--- src/rtl/rggen_mux_arbiter.sv ---
// rggen_mux_arbiter
//
// Round-robin arbiter for one shared read-data path, such as an rggen_mux, or for any
// other resource that has a single owner at a time. The registered one-hot grant can
// drive the mux i_select directly. A grant is held until the owner signals i_done,
// drops its request, or the optional watchdog expires. Every release is followed by
// at least one idle cycle.
//
// Parameters
//   REQUESTERS     : number of requesting agents (1..32)
//   TIMEOUT_CYCLES : maximum number of cycles a grant may be held without i_done;
//                    0 disables the watchdog (0..65535)
//
// Ports
//   i_clk         : clock; all logic runs on the rising edge
//   i_rst         : synchronous reset, active-high
//   i_request     : per-requester level request; bit i belongs to requester i
//   i_done        : the current owner's transfer is complete; only looked at while granted
//   o_grant       : registered one-hot grant; all-zero when idle
//   o_grant_index : binary index of the current or most recent grantee
//   o_busy        : high while a grant is active
//   o_timeout     : one-cycle pulse in the first idle cycle after a watchdog release

module rggen_mux_arbiter #(
  parameter int unsigned REQUESTERS     = 4,
  parameter int unsigned TIMEOUT_CYCLES = 0,
  localparam int unsigned INDEX_WIDTH   = (REQUESTERS > 1) ? $clog2(REQUESTERS) : 1
) (
  input  logic                   i_clk,
  input  logic                   i_rst,
  input  logic [REQUESTERS-1:0]  i_request,
  input  logic                   i_done,
  output logic [REQUESTERS-1:0]  o_grant,
  output logic [INDEX_WIDTH-1:0] o_grant_index,
  output logic                   o_busy,
  output logic                   o_timeout
);

  // Requester count, widened by one bit so that ptr + offset fits without overflow.
  localparam logic [INDEX_WIDTH:0] NUM_REQ      = REQUESTERS[INDEX_WIDTH:0];
  localparam logic [15:0]          TIMEOUT_LAST = TIMEOUT_CYCLES[15:0] - 16'd1;
  localparam bit                   WD_ENABLE    = (TIMEOUT_CYCLES != 0);

  typedef enum logic [0:0] {StIdle, StGrant} state_e;

  state_e                 state_q, state_d;
  logic [REQUESTERS-1:0]  grant_q, grant_d;
  logic [INDEX_WIDTH-1:0] index_q, index_d;
  logic [INDEX_WIDTH-1:0] ptr_q, ptr_d;
  logic [15:0]            count_q, count_d;
  logic                   timeout_q, timeout_d;

  // Round-robin search: rotate the requests so that bit 0 is the one at ptr,
  // take the lowest set bit, then map that offset back to an absolute index.
  logic [2*REQUESTERS-1:0] req_dbl;
  logic [2*REQUESTERS-1:0] req_rot;
  logic                    found;
  logic [INDEX_WIDTH-1:0]  sel;
  logic [INDEX_WIDTH:0]    sel_sum;

  assign req_dbl = {i_request, i_request};
  assign req_rot = req_dbl >> ptr_q;

  always_comb begin
    found   = 1'b0;
    sel     = '0;
    sel_sum = '0;
    for (int unsigned k = 0; k < REQUESTERS; k++) begin
      if (!found && req_rot[k]) begin
        found   = 1'b1;
        sel_sum = {1'b0, ptr_q} + k[INDEX_WIDTH:0];
        if (sel_sum >= NUM_REQ) begin
          sel_sum = sel_sum - NUM_REQ;
        end
        sel = sel_sum[INDEX_WIDTH-1:0];
      end
    end
  end

  // The pointer after a release is (owner + 1) mod REQUESTERS.
  logic [INDEX_WIDTH:0]   next_sum;
  logic [INDEX_WIDTH-1:0] next_ptr;

  always_comb begin
    next_sum = {1'b0, index_q} + {{INDEX_WIDTH{1'b0}}, 1'b1};
    if (next_sum >= NUM_REQ) begin
      next_sum = next_sum - NUM_REQ;
    end
    next_ptr = next_sum[INDEX_WIDTH-1:0];
  end

  logic owner_req;
  logic wd_hit;

  assign owner_req = |(i_request & grant_q);
  assign wd_hit    = WD_ENABLE && (count_q == TIMEOUT_LAST);

  // State register
  always_ff @(posedge i_clk) begin
    if (i_rst) begin
      state_q   <= StIdle;
      grant_q   <= '0;
      index_q   <= '0;
      ptr_q     <= '0;
      count_q   <= '0;
      timeout_q <= 1'b0;
    end else begin
      state_q   <= state_d;
      grant_q   <= grant_d;
      index_q   <= index_d;
      ptr_q     <= ptr_d;
      count_q   <= count_d;
      timeout_q <= timeout_d;
    end
  end

  // Next-state logic
  always_comb begin
    state_d   = state_q;
    grant_d   = grant_q;
    index_d   = index_q;
    ptr_d     = ptr_q;
    count_d   = count_q;
    timeout_d = 1'b0;

    unique case (state_q)
      StIdle: begin
        if (found) begin
          state_d      = StGrant;
          grant_d      = '0;
          grant_d[sel] = 1'b1;
          index_d      = sel;
          count_d      = '0;
        end
      end

      StGrant: begin
        // Release priority: done, then abort, then watchdog.
        if (i_done || !owner_req || wd_hit) begin
          state_d   = StIdle;
          grant_d   = '0;
          ptr_d     = next_ptr;
          timeout_d = !i_done && owner_req;
        end else if (count_q != 16'hffff) begin
          count_d = count_q + 16'd1;
        end
      end

      default: begin
        state_d = StIdle;
        grant_d = '0;
      end
    endcase
  end

  // Output logic
  always_comb begin
    o_grant       = grant_q;
    o_grant_index = index_q;
    o_busy        = (state_q == StGrant);
    o_timeout     = timeout_q;
  end

  // The grant must never be multi-hot.
  always_ff @(posedge i_clk) begin
    if (!i_rst) begin
      assert ($onehot0(grant_q));
    end
  end

endmodule

--- config.mk ---
export PLATFORM = sky130hd
export DESIGN_NAME = rggen_mux_arbiter
export DESIGN_NICKNAME = d
export VERILOG_FILES = /design/src/rtl/rggen_mux_arbiter.sv
export SDC_FILE = /design/constraint.sdc
export NUM_CORES = 1
export LEC_CHECK = 0
export CORE_AREA = 2 2 44 46
export DETAILED_ROUTE_END_ITERATION = 12
export DIE_AREA = 0 0 46 48
export GPL_ROUTABILITY_DRIVEN = 1
export SYNTH_ARGS = -nofsm -noshare
export SYNTH_HDL_FRONTEND = slang
export SYNTH_SLANG_ARGS = --single-unit
--- constraint.sdc ---
create_clock -name i_clk -period 3.54 [get_ports i_clk]
set_clock_uncertainty 0.2 [all_clocks]
set_input_delay 0.885 -clock i_clk [delete_from_list [all_inputs] [get_ports i_clk]]
set_output_delay 0.885 -clock i_clk [all_outputs]
set_load 0.02 [all_outputs]
==> results of run 1 <==
[state kept, by name, summed over array words and instances, names as in the netlist]
signal / count
o_busy: 1
o_grant: 4
o_grant_index: 2
o_timeout: 1
ptr_q: 2
[final timing paths]
kind,from,endpoint,cells past startpoint
setup reg to reg,ptr_q[0],o_grant[2],4
hold / removal,o_grant[1],o_grant[1],2
setup / recovery,o_busy,o_busy,1
hold reg to reg,o_grant[1],o_grant[1],2
[power by group]
part           internal (mW)  switching [mW]  total (mW)
logic                 0.0412          0.0395      0.0807
clock network         0.0624          0.0403       0.103
registers              0.123          0.0115       0.135
[through the flow]
step                utilization (%)  total power [mW]  instance area (µm²)  std cells
global placement               40.4             0.218                  682         88
detailed placement             40.4             0.218                  682         88
finish                         42.5             0.318                  718         92
floorplan                         -             0.185                  528         59
CTS                            42.5             0.322                  718         92
global route                   42.5             0.335                  718         92
[cell families after synthesis]
logic type | count (synthesis) | synth area share (%)
simple gates | 19 | 24.4
other cells | 1 | 0.710
buf+inv | 7 | 4.98
xor+xnor | 1 | 1.66
flops | 10 | 37.9
compound gates | 21 | 30.3
[cell usage after synthesis]
master    count
a211oi_1      1
a21o_1        1
a21oi_1       5
a22oi_1       2
a311oi_1      1
and2_1        1
clkbuf_1      2
conb_1        1
dfxtp_1      10
inv_1         5
nand2_1       1
nand2b_1      2
nand3_1       1
nor2_1        4
nor2b_1       2
nor2b_4       1
nor3_1        2
nor4_2        1
o21a_1        1
o21ai_0       4
o21bai_1      1
o32ai_1       2
o32ai_2       2
o41a_1        1
or2b_1        2
or3_4         1
or4_4         1
xnor2_1       1
[cell usage in the layout (no fill, tap or decap), types with 3 or more instances in the layout]
master and count:
o21ai_0 4, dfxtp_1 10, clkdlybuf4s50_1 14, nor2_1 4, a21oi_1 5, clkbuf_4 3
inv_1 5
[cell type report]
type	instances	area [µm²]
repair buffers	14	140
well taps	17	21.3
flip-flops and latches	10	200
clock buffers	4	36.3
fillers	164	971
inverters	5	18.8
multi-input cells	42	302
[routing by layer]
layer,global-route usage [%],up-vias,wire length [µm]
li1,-,247,-
met1,16.7,213,547
met2,16.4,17,499
met3,3.40,2,84
met4,6.86,0,13
met5,0,-,0
==> summary by stage, run 1 <==
Run status
The run finished with clean final reports.

Detailed routing
For this block, the routed nets add up to about 1100 µm of wire. The count of vias placed by the detailed router is between 400 and 500. After detailed routing, the average wire length per cell comes to between 10 and 15 µm. The detail-routed via count per cell is roughly 5.2. The DRC violation total after the first TritonRoute iteration is 11. The count of nets left with antenna violations once routing finished came out at 0.

The detailed-router iteration count before antenna repair is 4. The number of remaining DRC errors is 0.

Yosys
The number of synthesis warnings is 0. After synthesis the cells add up to 528 µm². After technology mapping, the gate count stands at a little under 60. The post-synthesis cell type count is 28.

The post-synthesis area per instance is between 8 and 9 µm². The fraction of the yosys area taken by sequential cells is 37.9%. Synthesis produced a netlist with a net count of 66.

Of all cell types, the one taking the most synthesized area is dfxtp_1. The register bit count reported by yosys is 10. By area the synthesized netlist is led by dfxtp_1, o32ai_2, a21oi_1. After synthesis, the largest area contributor takes up 37.9% of total cell area.

Worst setup path
The count of buffering cells on the critical path with inverters included is 1. Walking the worst path, the cells encountered are clkdlybuf4s50_1. The setup slack of the worst register-to-register path is roughly 1.9 ns. The library cell contributing the largest single delay on the critical path is clkdlybuf4s50_1. The peak fanout along the critical path is 11. Among cell families on the critical path, the largest total delay comes from buffers and inverters. The sort of element at the end of the critical path is an output pin. For the worst setup path, the data required time is between 2 and 2.5 ns. The sort of element at the start of the critical path is a register. The category of the most critical setup path is reg -> out. The longest individual stage delay on the worst path is 0.67 ns. At the worst endpoint, the arrival time is between 1 and 1.5 ns.

Hold path
The worst min-delay path category is reg -> reg.

Timing
The final clock period utilization by the worst path is 71.1%. The maximum achievable frequency is about 400 MHz. Hold timing on the final database bottoms out at a slack of ~0.28 ns. The final number of max-transition violations came to 0. Setup violations remaining at the end of the flow were counted as 0.

Setup repair after global routing left no endpoint under its margin. The worst path in the final design needs a cycle of roughly 2.5 ns, including I/O delays and setup. The number of failing hold endpoints at the final stage is 0.

The worst-case setup margin in the final layout is just over 1 ns. The summed negative setup slack over all endpoints is 0 ns.

Global route
The pin count of the biggest net entering global routing is 12. The via count of the first global-routing pass is approximately 410. The initial antenna violation count is 0. The aggregate global-route resource usage is 12.0%. Global routing finished with a remaining overflow of 0. The wire length of the first global-routing pass is 1850 µm.

Clock tree
The clock reaches the later pin of the worst-skew pair after 0.26 ns. The clock drives 10 sinks. Gates resized during post-CTS repair numbered 0.

The CTS buffer count is 3. The clock passes through at most 2 buffers. In this run the number of H-tree levels came out at 1. The number of post-CTS setup repair buffers is 0. In this run, post-CTS hold repair placed 0 buffers. Clock tree synthesis selected as its root buffer the cell clkbuf_4. TritonCTS built the clock tree. The clock slew at the register clock pins of the worst setup and hold paths is about 0.070 ns.

Floorplanning
After floorplanning, the core was divided into 15 placement rows. The vertical die dimension is 48 µm. The full die area is around 2200 µm².

The die outline width is roughly 46 µm. The floorplan core area is between 1500 and 2000 µm². Once the floorplan was initialized, standard cells occupied 31.3% of the core. The number of top-level pins is 15.

Layout
From synthesis to final layout, the design area changed by 36.0%. The number of antenna diodes in the final layout is 0. The share of final-layout standard cells stronger than drive strength 1 is between 10% and 20%. After the last flow step, the layout net total stands at between 80 and 90.

Power and ir drop
Across the VDD grid, the largest voltage drop is between 0.2 and 0.25 mV. In this run the static leakage power is 0.247 nW. The power per cell area is about 440 nW/µm².

Placement
The number of port buffers is 14. The routability congestion estimate is 0.771. At the placement stage, the worst setup path has a slack of between 0.8 and 0.9 ns. The HPWL after detailed placement is about 850 µm.

Flow run
The number of violations of the max-capacitance limit is 0.
Power figures use the tool's default switching activity.
==> run 2: changes to the inputs <==
==> constraint.sdc (replaced) <==
create_clock -name i_clk -period 2.2 [get_ports i_clk]
set_clock_uncertainty 0.2 [all_clocks]
set_input_delay 0.55 -clock i_clk [delete_from_list [all_inputs] [get_ports i_clk]]
set_output_delay 0.55 -clock i_clk [all_outputs]
set_load 0.02 [all_outputs]
==> summary by stage, run 2 (synthesis results as in run 1) <==
Worst setup path
The sort of element at the end of the critical path is a register. Traced cell by cell, the critical path runs through clkdlybuf4s50_1 -> or2b_1 -> a21oi_1 -> nor3_1 -> buf_4 -> o32ai_2. The required time at the endpoint of the critical path is approximately 2.2 ns. For this run, the slowest stage of the critical path takes approximately 0.55 ns. The library cell contributing the largest single delay on the critical path is clkdlybuf4s50_1.

The startpoint of the worst-slack reg-to-reg timing path is ptr_q[0]. The setup slack of the worst register-to-register path is around 0.58 ns. The peak fanout along the critical path is 5.

The critical path arrival is just over 2 ns. Together, buffers and inverters on the worst path number 2. The cell type group with the largest total delay on the critical path is buffers and inverters. The sort of element at the start of the critical path is an input pin. The path depth of the worst reg2reg path is 4.

The critical path in this run is classified as in -> reg. The worst register-to-register path ends at o_grant[2].

Floorplanning
The row count is 15. The die is 46 µm wide. The initial core utilization is 31.3%. The number of top-level pins is 15. The floorplan step set the die height to around 48 µm.

The floorplan core area is between 1500 and 2000 µm². The full die area is 2210 µm².

Global route
The wire length of the first global-routing pass is 1970 µm. Entering global routing, the biggest net connects 11 pins. Summed over all layers, the global routing overflow is 0. The initial antenna violation count is 0.

The aggregate global-route resource usage is between 10% and 20%. The via count of the first global-routing pass is 450.

Power and ir drop
For this design the ratio of total power to cell area is 635 nW/µm². The design draws about 0.49 mW. The worst vdd rail ir drop is between 0.2 and 0.25 mV. The reported leakage power is 0.280 nW.

Placement
The routability congestion estimate is 0.779. Prior to clock tree synthesis, the placed netlist has a worst setup slack of -0.134 ns. The number of port buffers is 14.

Counting tap cells, the placed design contains a total of 96 instances. Detailed placement finished with a half-perimeter wire length of approximately 930 µm. The instance area after placement is about 740 µm².

Timing
Setup violations remaining at the end of the flow were counted as 0. The maximum achievable frequency is slightly below 500 MHz. Setup slack closes at roughly 0.12 ns. The final critical path time including I/O delays and setup is just over 2 ns. Setup repair after global routing left no endpoint under its margin. The final clock period utilization by the worst path is between 90% and 100%. Adding up every negative setup slack in the final design gives 0 ns. The final number of max-transition violations is 0.

The worst hold slack across all endpoints is 0.277 ns. The number of failing hold endpoints at the final stage is 0.

Flow run
Max-cap violations in this run came to 0.

Hold path
The endpoint with the worst hold slack is o_grant[1]. The worst min-delay path category is reg -> reg. In this run the most critical hold path is launched from o_grant[1].

The worst hold path stage count is 2.

Detailed routing
The DRC violation total after the first TritonRoute iteration is 6. For this block, the via count after detailed routing is 486. After detailed routing, the number of vias per cell comes to 4.91. The final routed wirelength across all metal layers is 1210 µm. The number of remaining DRC errors is 0. The detailed-router iteration count before antenna repair is 4. The remaining number of nets flagged by the antenna check after routing is 0.

The average routed wire per standard cell is around 12 µm.

Layout
The flip-flop count of the largest register, all copies and words added is 4. The area growth from synthesis to final layout is 44.8%. Of the cells placed in the final design, the portion with a size suffix greater than 1 is between 20% and 30%. The antenna diode count is 0. For this run, the number of standard cells in the final layout without fillers is between 90 and 100. The most common cell after layout, fill and taps aside is clkdlybuf4s50_1. At the end of the flow, the number of nets in the layout was around 90. The final non-filler cell area is 764 µm². The library cells used most frequently in the layout, excluding fill and tap cells, are clkdlybuf4s50_1, dfxtp_1, buf_4. Cells fill 45.3% of the core in the end.

Clock tree
The clock tree from TritonCTS is done. The clock reaches the later pin of the worst-skew pair after between 0.2 and 0.3 ns. The cell sitting at the root of the clock tree is a clkbuf_4. The hold buffer count at CTS is 0. In this run the number of H-tree levels came out at 1. The CTS buffer count is 3. The number of post-CTS setup repair buffers is 0. The clock slew at the register clock pins of the worst setup and hold paths is approximately 0.060 ns. Once the clock tree was built, the resizer swapped 0 gates to a different size. Counting every sink on the clock net gives 10. The worst-case clock buffer depth is 2.

Run status
The run finished with clean final reports.
run 2: tightest hold or removal path, cell delays in order (launching register included):
cell	delay, ns
dfxtp_1	0.32
inv_1	0.05
o32ai_1	0.05
run 2: where the power goes:
group	leakage [nW]	switching [mW]	internal, mW
logic	0.184	0.0695	0.0804
clock network	0.0138	0.0591	0.0630
registers	0.0824	0.0150	0.198
total	0.280	0.144	0.341
run 2: final cells by class:
type / count / area [µm²]
clock buffers: 3 / 22.5
fillers: 166 / 925
inverters: 5 / 18.8
multi-input cells: 42 / 302
flip-flops and latches: 10 / 200
well taps: 17 / 21.3
repair buffers: 22 / 200
run 2: how the worst max path moves through the flow:
stage	cells past startpoint	startpoint	to	slack [ns]
after floorplan	4	i_request[0]	o_grant[2]	0.47
after global placement	5	i_request[2]	o_grant[2]	-0.15
after detailed placement	5	i_request[2]	o_grant[3]	-0.13
after CTS	5	i_request[2]	o_grant[2]	0.13
after global routing	5	i_request[0]	o_grant[1]	0.05
final	6	i_request[0]	o_grant[2]	0.12
run 2: metal layers:
layer	part of all wire (%)	vias to the layer above	routed length (µm)	track usage, %
met3	3.8	0	46	2.64
met4	0	0	0	5.14
li1	-	262	-	-
met1	52	215	630	17.8
met2	44	9	534	18.1
met5	0	-	0	0
